===== config.mk =====
export PLATFORM = sky130hd
export DESIGN_NAME = oam_dma_controller_flat
export DESIGN_NICKNAME = d
export VERILOG_FILES = /design/src/rtl/oam_dma_controller_if.sv /design/src/rtl/oam_dma_controller.sv /design/src/flat_wrapper.sv
export SDC_FILE = /design/constraint.sdc
export NUM_CORES = 1
export LEC_CHECK = 0
export CORE_ASPECT_RATIO = 1.5
export CORE_MARGIN = 2
export CORE_UTILIZATION = 40
export DETAILED_ROUTE_END_ITERATION = 8
export PLACE_DENSITY = 0.69
export SETUP_SLACK_MARGIN = 0.5
export SYNTH_ARGS = -nofsm -noshare
export SYNTH_HDL_FRONTEND = slang
export SYNTH_SLANG_ARGS = --single-unit

===== constraint.sdc =====
create_clock -name iClock -period 5.45 [get_ports iClock]
set_clock_uncertainty 0.1 [all_clocks]
set_input_delay 1.635 -clock iClock [delete_from_list [all_inputs] [get_ports iClock]]
set_output_delay 1.635 -clock iClock [all_outputs]
set_load 0.005 [all_outputs]

===== src/rtl/oam_dma_controller_if.sv =====
// CPU snoop, MMU read port and OAM write port of the sprite-attribute DMA.
// master = the DMA engine, slave = the surrounding MMU/CPU/OAM side.
interface oam_dma_controller_if;
  logic        iCpuWe;
  logic [15:0] iCpuAddr;
  logic [7:0]  iCpuData;
  logic [7:0]  oDmaRegister;
  logic        oDmaActive;
  logic        oDmaReadRequest;
  logic [15:0] oDmaAddr;
  logic [7:0]  iDmaReadData;
  logic        oOamWe;
  logic [7:0]  oOamAddr;
  logic [7:0]  oOamData;

  modport master (
    input  iCpuWe, iCpuAddr, iCpuData, iDmaReadData,
    output oDmaRegister, oDmaActive, oDmaReadRequest, oDmaAddr,
           oOamWe, oOamAddr, oOamData
  );

  modport slave (
    output iCpuWe, iCpuAddr, iCpuData, iDmaReadData,
    input  oDmaRegister, oDmaActive, oDmaReadRequest, oDmaAddr,
           oOamWe, oOamAddr, oOamData
  );
endinterface


===== src/rtl/oam_dma_controller.sv =====
// OAM DMA engine: a write to 0xFF46 copies OAM_BYTES bytes from {SRC,00..} into OAM.
// All outputs are registers loaded from the next-state decode.
module oam_dma_controller #(
  parameter int unsigned READ_LATENCY = 1,
  parameter int unsigned START_DELAY  = 4,
  parameter int unsigned OAM_BYTES    = 160
) (
  input logic                  iClock,
  input logic                  iReset,
  oam_dma_controller_if.master bus
);

  typedef enum logic [2:0] {
    S_IDLE,
    S_START,
    S_READ,
    S_WAIT,
    S_WRITE
  } state_e;

  state_e      state_q, state_d;
  logic [7:0]  cnt_q, cnt_d;
  logic [7:0]  idx_q, idx_d;
  logic [7:0]  src_q, src_d;
  logic [7:0]  reg_q, reg_d;
  logic        active_q, active_d;
  logic        req_q, req_d;
  logic [15:0] addr_q, addr_d;
  logic        we_q, we_d;
  logic [7:0]  oam_addr_q, oam_addr_d;
  logic [7:0]  oam_data_q, oam_data_d;
  logic        trigger;

  assign trigger = bus.iCpuWe && (bus.iCpuAddr == 16'hFF46);

  always_comb begin
    state_d    = state_q;
    cnt_d      = cnt_q;
    idx_d      = idx_q;
    src_d      = src_q;
    reg_d      = reg_q;
    addr_d     = addr_q;
    oam_addr_d = oam_addr_q;
    oam_data_d = oam_data_q;

    case (state_q)
      S_START: begin
        if (cnt_q == 8'(START_DELAY - 1)) begin
          state_d = S_READ;
          cnt_d   = '0;
        end else begin
          cnt_d = cnt_q + 8'd1;
        end
      end
      S_READ: begin
        state_d = S_WAIT;
        cnt_d   = '0;
      end
      S_WAIT: begin
        if (cnt_q == 8'(READ_LATENCY - 1)) begin
          state_d = S_WRITE;
        end else begin
          cnt_d = cnt_q + 8'd1;
        end
      end
      S_WRITE: begin
        if (idx_q == 8'(OAM_BYTES - 1)) begin
          state_d = S_IDLE;
        end else begin
          idx_d   = idx_q + 8'd1;
          state_d = S_READ;
        end
      end
      default: state_d = S_IDLE;
    endcase

    // A trigger overrides whatever the current transfer would do next.
    if (trigger) begin
      reg_d   = bus.iCpuData;
      src_d   = (bus.iCpuData < 8'hE0) ? bus.iCpuData : bus.iCpuData - 8'h20;
      idx_d   = '0;
      cnt_d   = '0;
      state_d = S_START;
    end

    if (state_d == S_READ) begin
      addr_d = {src_d, idx_d};
    end
    // Entering WRITE only happens from the last WAIT cycle: capture the read byte.
    if (state_d == S_WRITE) begin
      oam_addr_d = idx_d;
      oam_data_d = bus.iDmaReadData;
    end

    active_d = (state_d != S_IDLE);
    req_d    = (state_d == S_READ);
    we_d     = (state_d == S_WRITE);
  end

  always_ff @(posedge iClock) begin
    if (iReset) begin
      state_q    <= S_IDLE;
      cnt_q      <= '0;
      idx_q      <= '0;
      src_q      <= '0;
      reg_q      <= '0;
      active_q   <= 1'b0;
      req_q      <= 1'b0;
      addr_q     <= '0;
      we_q       <= 1'b0;
      oam_addr_q <= '0;
      oam_data_q <= '0;
    end else begin
      state_q    <= state_d;
      cnt_q      <= cnt_d;
      idx_q      <= idx_d;
      src_q      <= src_d;
      reg_q      <= reg_d;
      active_q   <= active_d;
      req_q      <= req_d;
      addr_q     <= addr_d;
      we_q       <= we_d;
      oam_addr_q <= oam_addr_d;
      oam_data_q <= oam_data_d;
    end
  end

  assign bus.oDmaRegister    = reg_q;
  assign bus.oDmaActive      = active_q;
  assign bus.oDmaReadRequest = req_q;
  assign bus.oDmaAddr        = addr_q;
  assign bus.oOamWe          = we_q;
  assign bus.oOamAddr        = oam_addr_q;
  assign bus.oOamData        = oam_data_q;

endmodule


===== src/flat_wrapper.sv =====
// flat-port wrapper written by rule: the top's interface ports become plain ports
module oam_dma_controller_flat 
#(
  parameter int unsigned READ_LATENCY = 1,
  parameter int unsigned START_DELAY  = 4,
  parameter int unsigned OAM_BYTES    = 160
)
  (iClock, iReset, bus_iCpuWe, bus_iCpuAddr, bus_iCpuData, bus_iDmaReadData, bus_oDmaRegister, bus_oDmaActive, bus_oDmaReadRequest, bus_oDmaAddr, bus_oOamWe, bus_oOamAddr, bus_oOamData);
  oam_dma_controller_if bus_i ();
  input logic iClock;
  input logic iReset;
  input wire logic [$bits(bus_i.iCpuWe)-1:0] bus_iCpuWe;
  input wire logic [$bits(bus_i.iCpuAddr)-1:0] bus_iCpuAddr;
  input wire logic [$bits(bus_i.iCpuData)-1:0] bus_iCpuData;
  input wire logic [$bits(bus_i.iDmaReadData)-1:0] bus_iDmaReadData;
  output wire logic [$bits(bus_i.oDmaRegister)-1:0] bus_oDmaRegister;
  output wire logic [$bits(bus_i.oDmaActive)-1:0] bus_oDmaActive;
  output wire logic [$bits(bus_i.oDmaReadRequest)-1:0] bus_oDmaReadRequest;
  output wire logic [$bits(bus_i.oDmaAddr)-1:0] bus_oDmaAddr;
  output wire logic [$bits(bus_i.oOamWe)-1:0] bus_oOamWe;
  output wire logic [$bits(bus_i.oOamAddr)-1:0] bus_oOamAddr;
  output wire logic [$bits(bus_i.oOamData)-1:0] bus_oOamData;
  assign bus_i.iCpuWe = bus_iCpuWe;
  assign bus_i.iCpuAddr = bus_iCpuAddr;
  assign bus_i.iCpuData = bus_iCpuData;
  assign bus_i.iDmaReadData = bus_iDmaReadData;
  assign bus_oDmaRegister = bus_i.oDmaRegister;
  assign bus_oDmaActive = bus_i.oDmaActive;
  assign bus_oDmaReadRequest = bus_i.oDmaReadRequest;
  assign bus_oDmaAddr = bus_i.oDmaAddr;
  assign bus_oOamWe = bus_i.oOamWe;
  assign bus_oOamAddr = bus_i.oOamAddr;
  assign bus_oOamData = bus_i.oOamData;
  oam_dma_controller #(.READ_LATENCY(READ_LATENCY), .START_DELAY(START_DELAY), .OAM_BYTES(OAM_BYTES)) u_core (.iClock(iClock), .iReset(iReset), .bus(bus_i));
endmodule

Word level (Yosys, flattened, before mapping)
Cells that the tools add are included.

Add/subtract/negate cells: 3. $lt $le $gt $ge: 1. Equal/unequal tests: 10. Multiplexer cells: 13. Reduce and logical (&&, ||, !) cells: 6.

Operator list (number): 8-bit two-way mux (7); 8-bit case mux with 3 select lines (1); 8-bit by 1-bit adder with 8-bit output (second input constant) (2); 16-bit equality test (second input constant) (1); 3-bit case mux with 4 select lines (1); 3-bit by 2-bit equality test with 1-bit output (second input constant) (3); 3-bit two-way mux (3); 8-bit by 2-bit equality test with 1-bit output (second input constant) (1); 8-bit equality test (second input constant) (1); 8-bit logical NOT (1); 8-bit less-than comparator (second input constant) (1); 8-bit by 6-bit subtractor with 8-bit output (second input constant) (1); 3-bit equality test (second input constant) (2); 3-bit nonzero test (2); 3-bit by 1-bit equality test with 1-bit output (second input constant) (1); 2-bit two-way mux (1); 2-bit != test (second input constant) (1); 2-bit AND reduction (1); 2-bit OR reduction (1); 1-bit logical AND (1).

Register bits after elaboration: 70.

Longest topological paths before layout
Gate-level depths: netlist of run 1.

Depth after elaboration: 5. Depth in mapped cells: 9.

Least setup slack after synthesis of run 1
OpenSTA, ideal clock, no wires.

Kind: input to register. Start point: in bus_iCpuWe. End point: reg u_core.oam_addr_q[1], in the netlist u_core.bus.oOamAddr[1]. Setup time: 0.121 ns. Arrival time: 3.189 ns. Slack: 2.040 ns. Stages: 7. Cell sequence: and4_1 > nand4bb_1 > clkbuf_1 > o22ai_1 > buf_2 > nor4_4 > mux2_4.

Cells in the longest elaborated chain, start to end: 3.

Ends and longest elaborated chain: start: declaration (RTL line flat_wrapper.sv:12) `input wire logic [$bits(bus_i.iCpuWe)-1:0] bus_iCpuWe;`; 1-bit logical AND * (RTL line oam_dma_controller.sv:34) `assign trigger = bus.iCpuWe && (bus.iCpuAddr == 16'hFF46);`; 3-bit two-way mux (RTL line oam_dma_controller.sv:78) `if (trigger) begin`; 3-bit equality test (RTL line oam_dma_controller.sv:90) `if (state_d == S_WRITE) begin`; end signal: assignment (RTL line oam_dma_controller.sv:123) `oam_addr_q <= oam_addr_d;`; end: declaration (RTL line oam_dma_controller.sv:30) `logic [7:0] oam_addr_q, oam_addr_d;`.

Every way passes the cells marked *; elsewhere a longest branch is shown, timed or not. A chain may end at the register's enable or synchronous reset.

Worst setup path after layout of run 1
Start point: in bus_iCpuAddr[5]. End point: reg u_core.addr_q[6], in the netlist u_core.bus.oDmaAddr[6].

Cells in the longest elaborated chain, start to end: 4.

Ends and longest elaborated chain: start: declaration (RTL line flat_wrapper.sv:13) `input wire logic [$bits(bus_i.iCpuAddr)-1:0] bus_iCpuAddr;`; 16-bit equality test * (RTL line oam_dma_controller.sv:34); 1-bit logical AND * (RTL line oam_dma_controller.sv:34); 3-bit two-way mux (RTL line oam_dma_controller.sv:78); 3-bit by 2-bit equality test with 1-bit output (RTL line oam_dma_controller.sv:86) `if (state_d == S_READ) begin`; end signal: assignment (RTL line oam_dma_controller.sv:121) `addr_q <= addr_d;`; end: declaration (RTL line oam_dma_controller.sv:28) `logic [15:0] addr_q, addr_d;`.

Marked as above.

==> results by group, run 1 <==
Synthesis
  • Combinational family with the most area after synthesis: simple AND/OR/NAND/NOR gates
  • Post-synthesis sequential area ratio: 0.458
  • Synth Area in Compound Gates: 0.103
  • Mux cell area share after synthesis: 0.109
  • Largest area contributor in the netlist: dfxtp_1
  • Post-Syn Area: 3060 um^2
  • Post-synth EDFFs: 0
  • Avg Cell Area, Syn: 9.51 um^2
  • Post-synthesis net count: 361
  • Area contributors post-synth: dfxtp_1 (46%), mux2i_1 (4.3%), nor2b_1 (4.1%)
  • Post-Synth XOR/XNOR Area: 0.0372
  • Seq cells post-synth: 70
  • Most frequent cell after synthesis: dfxtp_1
  • Yosys cell types: 47
  • Main synth FF type: dfxtp_1
  • Top post-synthesis cells by count: dfxtp_1 (70), nor2_1 (24), inv_1 (22), nor2b_1 (20), a21oi_1 (17)
  • Async S/R FF share, synth: 0
  • Post-synthesis simple-gate area fraction: 0.227
  • Synth warn: 0
  • Post-Syn Instances: 322
  • Top cell type's share of synthesized area: 0.458
  • Post-synthesis adder-cell area fraction: 0.0163

Critical path
  • Reg2reg path depth: 8
  • Worst path cell trace: clkdlybuf4s50_1 -> or2_0 -> nand4bb_1 -> o22ai_1 -> buf_4 -> nand2b_1 -> mux2_2
  • R2R setup slack: 2770 ps
  • Worst R2R Start: u_core.cnt_q[0]$_SDFFE_PP0P_
  • CP startpoint kind: input pin
  • CP Capture Type: flop
  • Worst R2R End: u_core.bus.oDmaAddr[6]$_SDFFE_PP0N_
  • WP data required: 5570 ps
  • Crit path largest cell delay: 600 ps
  • Critical path's slowest cell: nand2b_1
  • Critical Path AT: 4180 ps
  • Crit Path Max Fanout: 20
  • CP Class: in2reg

Timing
  • Max_slew headroom: 0.472
  • Final Cycle Share: 0.746
  • Pins Over Slew Limit: 0
  • Final setup violation count: 0
  • Tmin final: 4070 ps
  • Sum Neg Setup Slack: 0 ps
  • Worst setup margin: 1380 ps
  • Max Clk Rate: 246 MHz
  • Fin. Hold Viols: 0
  • Hold WS: 373 ps
  • Slew @ Worst Pin: 787 ps
  • Unrepaired setup endpoints after global routing: false

Floorplan
  • IO Pins: 78
  • # rows: 39
  • Die area: 8380 um^2
  • CORE AREA: 7510 um^2
  • Starting Density: 0.407
  • Vert. Die Dim: 111 um
  • Die Span X: 75.4 um

GRT
  • Total grt overflow: 0
  • Largest net degree at the start of global routing: 37
  • Initial antenna violation count: 0
  • First-pass GRT wire length: 11000 um
  • Overall Global Routing Usage: 0.170
  • Number of global-route vias before repair: 2357

Route
  • Routed vias: 2470
  • Drt wl/cell: 13.4 um
  • Antenna viol nets, final: 0
  • DRT Pass-1 Iters: 4
  • Final routed DRC violation total: 0
  • Final wirelength: 6770 um
  • Vias per cell: 4.90
  • Initial drt markers: 113

Power and ir drop
  • Pleak: 1.66 nW
  • Max VDD drop: 0.191 mV
  • Clock power frac: 0.512
  • Sw Share: 0.193
  • Switch Pwr: 0.218 mW
  • Logic gate share of total power: 0.035
  • PD cells: 269 nW/um^2
  • Reg power frac: 0.453
  • Total Power: 1.13 mW
  • Internal power: 0.913 mW

Placement
  • Post-DP HPWL: 4790 um
  • GP Congestion: 0.817
  • Placed insts: 488
  • Dpl cell area: 3910 um^2
  • Place WS: 1010 ps
  • Port Buf Inserts: 77

Clock network
  • Clock sink count: 70
  • Number of CTS-inserted buffers: 9
  • H-tree Lvls: 3
  • Resized cells post-CTS: 0
  • Setup Buffers After CTS: 0
  • Root Driver: clkbuf_16
  • Hold buffer count at CTS: 0
  • CTS tree: yes
  • Worst skew pair latency: 330 ps
  • Clk slew on worst S/H paths: 50 ps
  • Clock buffer depth: 2

Outcome
  • Status: finished, final reports clean

Job
  • Max-cap viol count: 0

Min path
  • Hold endpoint: u_core.bus.oOamAddr[2]$_SDFFE_PP0N_
  • Min-Delay Path Class: reg2reg
  • Worst hold path cell count: 2
  • Worst hold start: u_core.bus.oOamAddr[2]$_SDFFE_PP0N_

Final layout
  • Final #Nets: 436
  • Design area: 4210 um^2
  • Final core occ: 0.560
  • Ant diodes: 0
  • Area Growth Syn to Fin: 37.4%
  • Post-Layout Cell Count: 504
  • Share of layout cells above drive strength 1: 0.0771
flip-flops by register name, summed over array words and instances, names as in the netlist:
signal                      flops
u_core.bus.oDmaActive           1
u_core.bus.oDmaAddr            16
u_core.bus.oDmaReadRequest      1
u_core.bus.oDmaRegister         8
u_core.bus.oOamAddr             8
u_core.bus.oOamData             8
u_core.bus.oOamWe               1
u_core.cnt_q                    8
u_core.idx_q                    8
u_core.src_q                    8
u_core.state_q                  3
worst max-delay path: cells and delay by family:
kind	cells	cell delay (ps)
and+or+nand+nor	3	1220
buffers and inverters	2	650
muxes	1	400
AOI/OAI and AO/OA	1	270
per-layer routing:
| metal | wire [um] | up-vias | part of all wire | GRT usage |
|---|---|---|---|---|
| met5 | 0 | - | 0 | 0 |
| met4 | 179 | 0 | 0.026 | 0.0819 |
| met3 | 275 | 12 | 0.041 | 0.0373 |
| met2 | 3410 | 50 | 0.50 | 0.274 |
| met1 | 2900 | 1153 | 0.43 | 0.207 |
| li1 | - | 1255 | - | - |
layout by cell type (no fill, tap or decap), drive strengths merged, types with 4 or more instances in the layout:
cell type,netlist,layout
a21boi,5,5
a21oi,17,17
and3,5,5
buf,4,4
clkbuf,12,12
clkdlybuf4s50,0,76
dfxtp,70,70
ha,4,4
inv,22,22
mux2,17,17
mux2i,13,13
nand2,6,6
nand2b,11,11
nand3,8,8
nand4,6,6
nor2,24,24
nor2b,20,20
nor3,7,7
o21ai,16,16
or3,12,12
xnor2,4,4
xor2,9,9
cell type report:
cell class,instances,area (um^2)
multi-input combinational,214,1510
clock inverter,4,45.0
sequential,70,1400
fill,715,3310
inverter,22,82.6
timing repair buffer,80,788
clock buffer,12,256
tap,102,128
power by group through the flow:
stage                     combinational, mW  sequential (mW)  clock, mW
final                                0.0400            0.512      0.579
after global routing                 0.0434            0.512      0.618
after CTS                            0.0401            0.512      0.594
after detailed placement             0.0398            0.523          0
after global placement               0.0398            0.523          0
after floorplan                      0.0126            0.523          0
how the worst max path moves through the flow:
stage | startpoint | to | slack [ps] | cells after the start
global route | bus_iCpuAddr[5] | u_core.bus.oDmaAddr[5]$_SDFFE_PP0N_ | 1130 | 8
detailed placement | bus_iCpuAddr[5] | u_core.bus.oDmaAddr[6]$_SDFFE_PP0N_ | 1010 | 7
global placement | bus_iCpuAddr[5] | u_core.bus.oDmaAddr[6]$_SDFFE_PP0N_ | 1030 | 7
finish | bus_iCpuAddr[5] | u_core.bus.oDmaAddr[6]$_SDFFE_PP0N_ | 1380 | 7
CTS | bus_iCpuAddr[5] | u_core.bus.oDmaAddr[2]$_SDFFE_PP0N_ | 1360 | 8
floorplan | bus_iCpuWe | u_core.bus.oOamAddr[1]$_SDFFE_PP0N_ | 2040 | 7
logic make-up after synthesis:
logic type	Yosys count
fa+ha+maj	4
mux	30
xor+xnor	13
compound gates	51
simple gates	116
flops	70
buf+inv	38
Power figures use the tool's default switching activity.
==> inputs of run 2 (changes only) <==
Clock period 5.45 ns to 3.9 ns, I/O delays scaled along.
==> results by group, run 2 (synthesis gave the netlist of run 1 again) <==
Outcome
  • Status: finished, final reports clean

GRT
  • Largest net degree at the start of global routing: 53 (+43%)
  • First-pass GRT wire length: 11400 um (+3.5%)
  • Met2 Usage GRT: 0.294 (+0.0203)
  • Met3 usage: 0.0482 (+0.0109)
  • Initial antenna violation count: 0 (unchanged)
  • Number of global-route vias before repair: 2498 (+6.0%)
  • Met1 Use GR: 0.202 (-0.00456)
  • Overall Global Routing Usage: 0.176 (+0.00610)
  • Top Usage Layer GRT: met2
  • Total grt overflow: 0 (unchanged)

Final layout
  • Area Growth Syn to Fin: 38.9%
  • Ant diodes: 0 (unchanged)
  • Final #Nets: 442 (+1.4%)
  • Filler Cells Inserted: 698 (-2.4%)
  • Leading cell type in the layout, fill and taps excluded: clkdlybuf4s50_1
  • Commonest non-fill, non-tap cells in the layout: clkdlybuf4s50_1 (76), dfxtp_1 (70), nor2_1 (24), inv_1 (22), nor2b_1 (20)
  • Share of layout cells above drive strength 1: 0.0931 (+0.0160)
  • Max reg flops: 16 (unchanged)

Clock network
  • CTS tree: yes
  • Setup Buffers After CTS: 0 (unchanged)
  • Clock buffer depth: 2 (unchanged)
  • Root Driver: clkbuf_16
  • Worst skew pair latency: 330 ps (about the same)
  • Number of CTS-inserted buffers: 9 (unchanged)
  • Clock sink count: 70 (unchanged)
  • H-tree Lvls: 3 (unchanged)
  • Clk slew on worst S/H paths: 50 ps (about the same)
  • Resized cells post-CTS: 0 (unchanged)
  • Hold buffer count at CTS: 0 (unchanged)

Timing
  • Pins Over Slew Limit: 0 (unchanged)
  • Fin. Hold Viols: 0 (unchanged)
  • Sum Neg Setup Slack: 0 ps (unchanged)
  • Tmin final: 3120 ps
  • Hold WS: 372 ps (-0.595 ps)
  • Final setup violation count: 0 (unchanged)
  • Slew @ Worst Pin: 842 ps (+55.7 ps)
  • Max Clk Rate: 321 MHz
  • Worst setup margin: 780 ps (-602 ps)
  • Max_slew headroom: 0.438 (-0.0332)
  • Final Cycle Share: 0.800
  • Unrepaired setup endpoints after global routing: false

Floorplan
  • IO Pins: 78 (unchanged)
  • Die area: 8380 um^2 (unchanged)
  • Die Span X: 75.4 um (unchanged)
  • Starting Density: 0.407 (unchanged)
  • # rows: 39 (unchanged)
  • Vert. Die Dim: 111 um (unchanged)
  • CORE AREA: 7510 um^2 (unchanged)

Route
  • Vias per cell: 4.90 (about the same)
  • Final wirelength: 6920 um (+2.3%)
  • Final routed DRC violation total: 0 (unchanged)
  • Initial drt markers: 125 (+11%)
  • Antenna viol nets, final: 0 (unchanged)
  • Routed vias: 2498 (+1.1%)
  • DRT Pass-1 Iters: 4 (unchanged)
  • Drt wl/cell: 13.6 um (+1.1%)

Placement
  • Post-DP HPWL: 5020 um (+4.8%)
  • Port Buf Inserts: 77 (unchanged)
  • Place WS: 419 ps (-594 ps)
  • GP Congestion: 0.820 (+0.42%)

Power and ir drop
  • PD cells: 371 nW/um^2 (+38%)
  • Total Power: 1.58 mW (+39%)
  • Pleak: 1.68 nW (+1.5%)
  • Max VDD drop: 0.246 mV (+29%)

Critical path
  • CP Class: in2reg
  • Worst R2R Start: u_core.state_q[2]$_SDFF_PP0_
  • CP startpoint kind: input pin
  • CP Capture Type: flop
  • Worst Setup SP: bus_iCpuAddr[5]
  • Worst path cell trace: clkdlybuf4s50_1 -> or2_0 -> nand4bb_1 -> buf_4 -> nand2b_1 -> mux2_2 -> mux2_1
  • Crit path largest cell delay: 390 ps (-210 ps)
  • Critical Path AT: 3230 ps (-950 ps)
  • Crit Path Max Fanout: 8 (-60%)
  • Critical path's slowest cell: clkdlybuf4s50_1
  • WP data required: 4010 ps (-1560 ps)

Min path
  • Min-Delay Path Class: reg2reg
  • Worst hold start: u_core.bus.oOamAddr[7]$_SDFFE_PP0N_

Job
  • Max-cap viol count: 0 (unchanged)
[run 2: worst paths after layout]
| path | endpoint | slack [ps] | cells past startpoint |
|---|---|---|---|
| hold reg to reg | u_core.bus.oOamAddr[7]$_SDFFE_PP0N_ | 370 | 2 |
| hold / removal | u_core.bus.oOamAddr[7]$_SDFFE_PP0N_ | 370 | 2 |
| setup / recovery | u_core.bus.oDmaAddr[14]$_SDFFE_PP0N_ | 780 | 7 |
| setup reg to reg | u_core.bus.oDmaAddr[4]$_SDFFE_PP0N_ | 1480 | 6 |
[run 2: metrics by stage]
| step | cells | cell area, um^2 | util |
|---|---|---|---|
| 5_1_grt | 510 | 4250 | 0.566 |
| 3_3_place_gp | 494 | 3950 | 0.526 |
| 2_1_floorplan | 322 | 3060 | - |
| 4_1_cts | 510 | 4250 | 0.566 |
| 6_report | 510 | 4250 | 0.566 |
| 3_5_place_dp | 494 | 3950 | 0.526 |
[run 2: routing by layer]
layer | vias up | wire [um]
met1 | 1161 | 2880
met2 | 56 | 3540
met4 | 0 | 141
met3 | 11 | 359
li1 | 1270 | -
met5 | - | 0
[run 2: area by class of cell]
cell class	count	area (um^2)	area share
inverter	22	82.6	0.0194
clock buffer	10	239	0.0562
tap	102	128	0.0300
sequential	70	1400	0.330
clock inverter	6	61.3	0.0144
timing repair buffer	86	833	0.196
multi-input combinational	214	1510	0.354
[run 2: power by group]
group	total (mW)	internal, mW	switching [mW]
registers	0.715	0.715	0.00000117
logic	0.0560	0.0350	0.0210
clock network	0.806	0.509	0.297
[run 2: worst max-delay path: cells and delay by family]
kind | cells | cell delay [ps]
AND/OR/NAND/NOR | 3 | 800
multiplexers | 2 | 650
buffers and inverters | 2 | 610
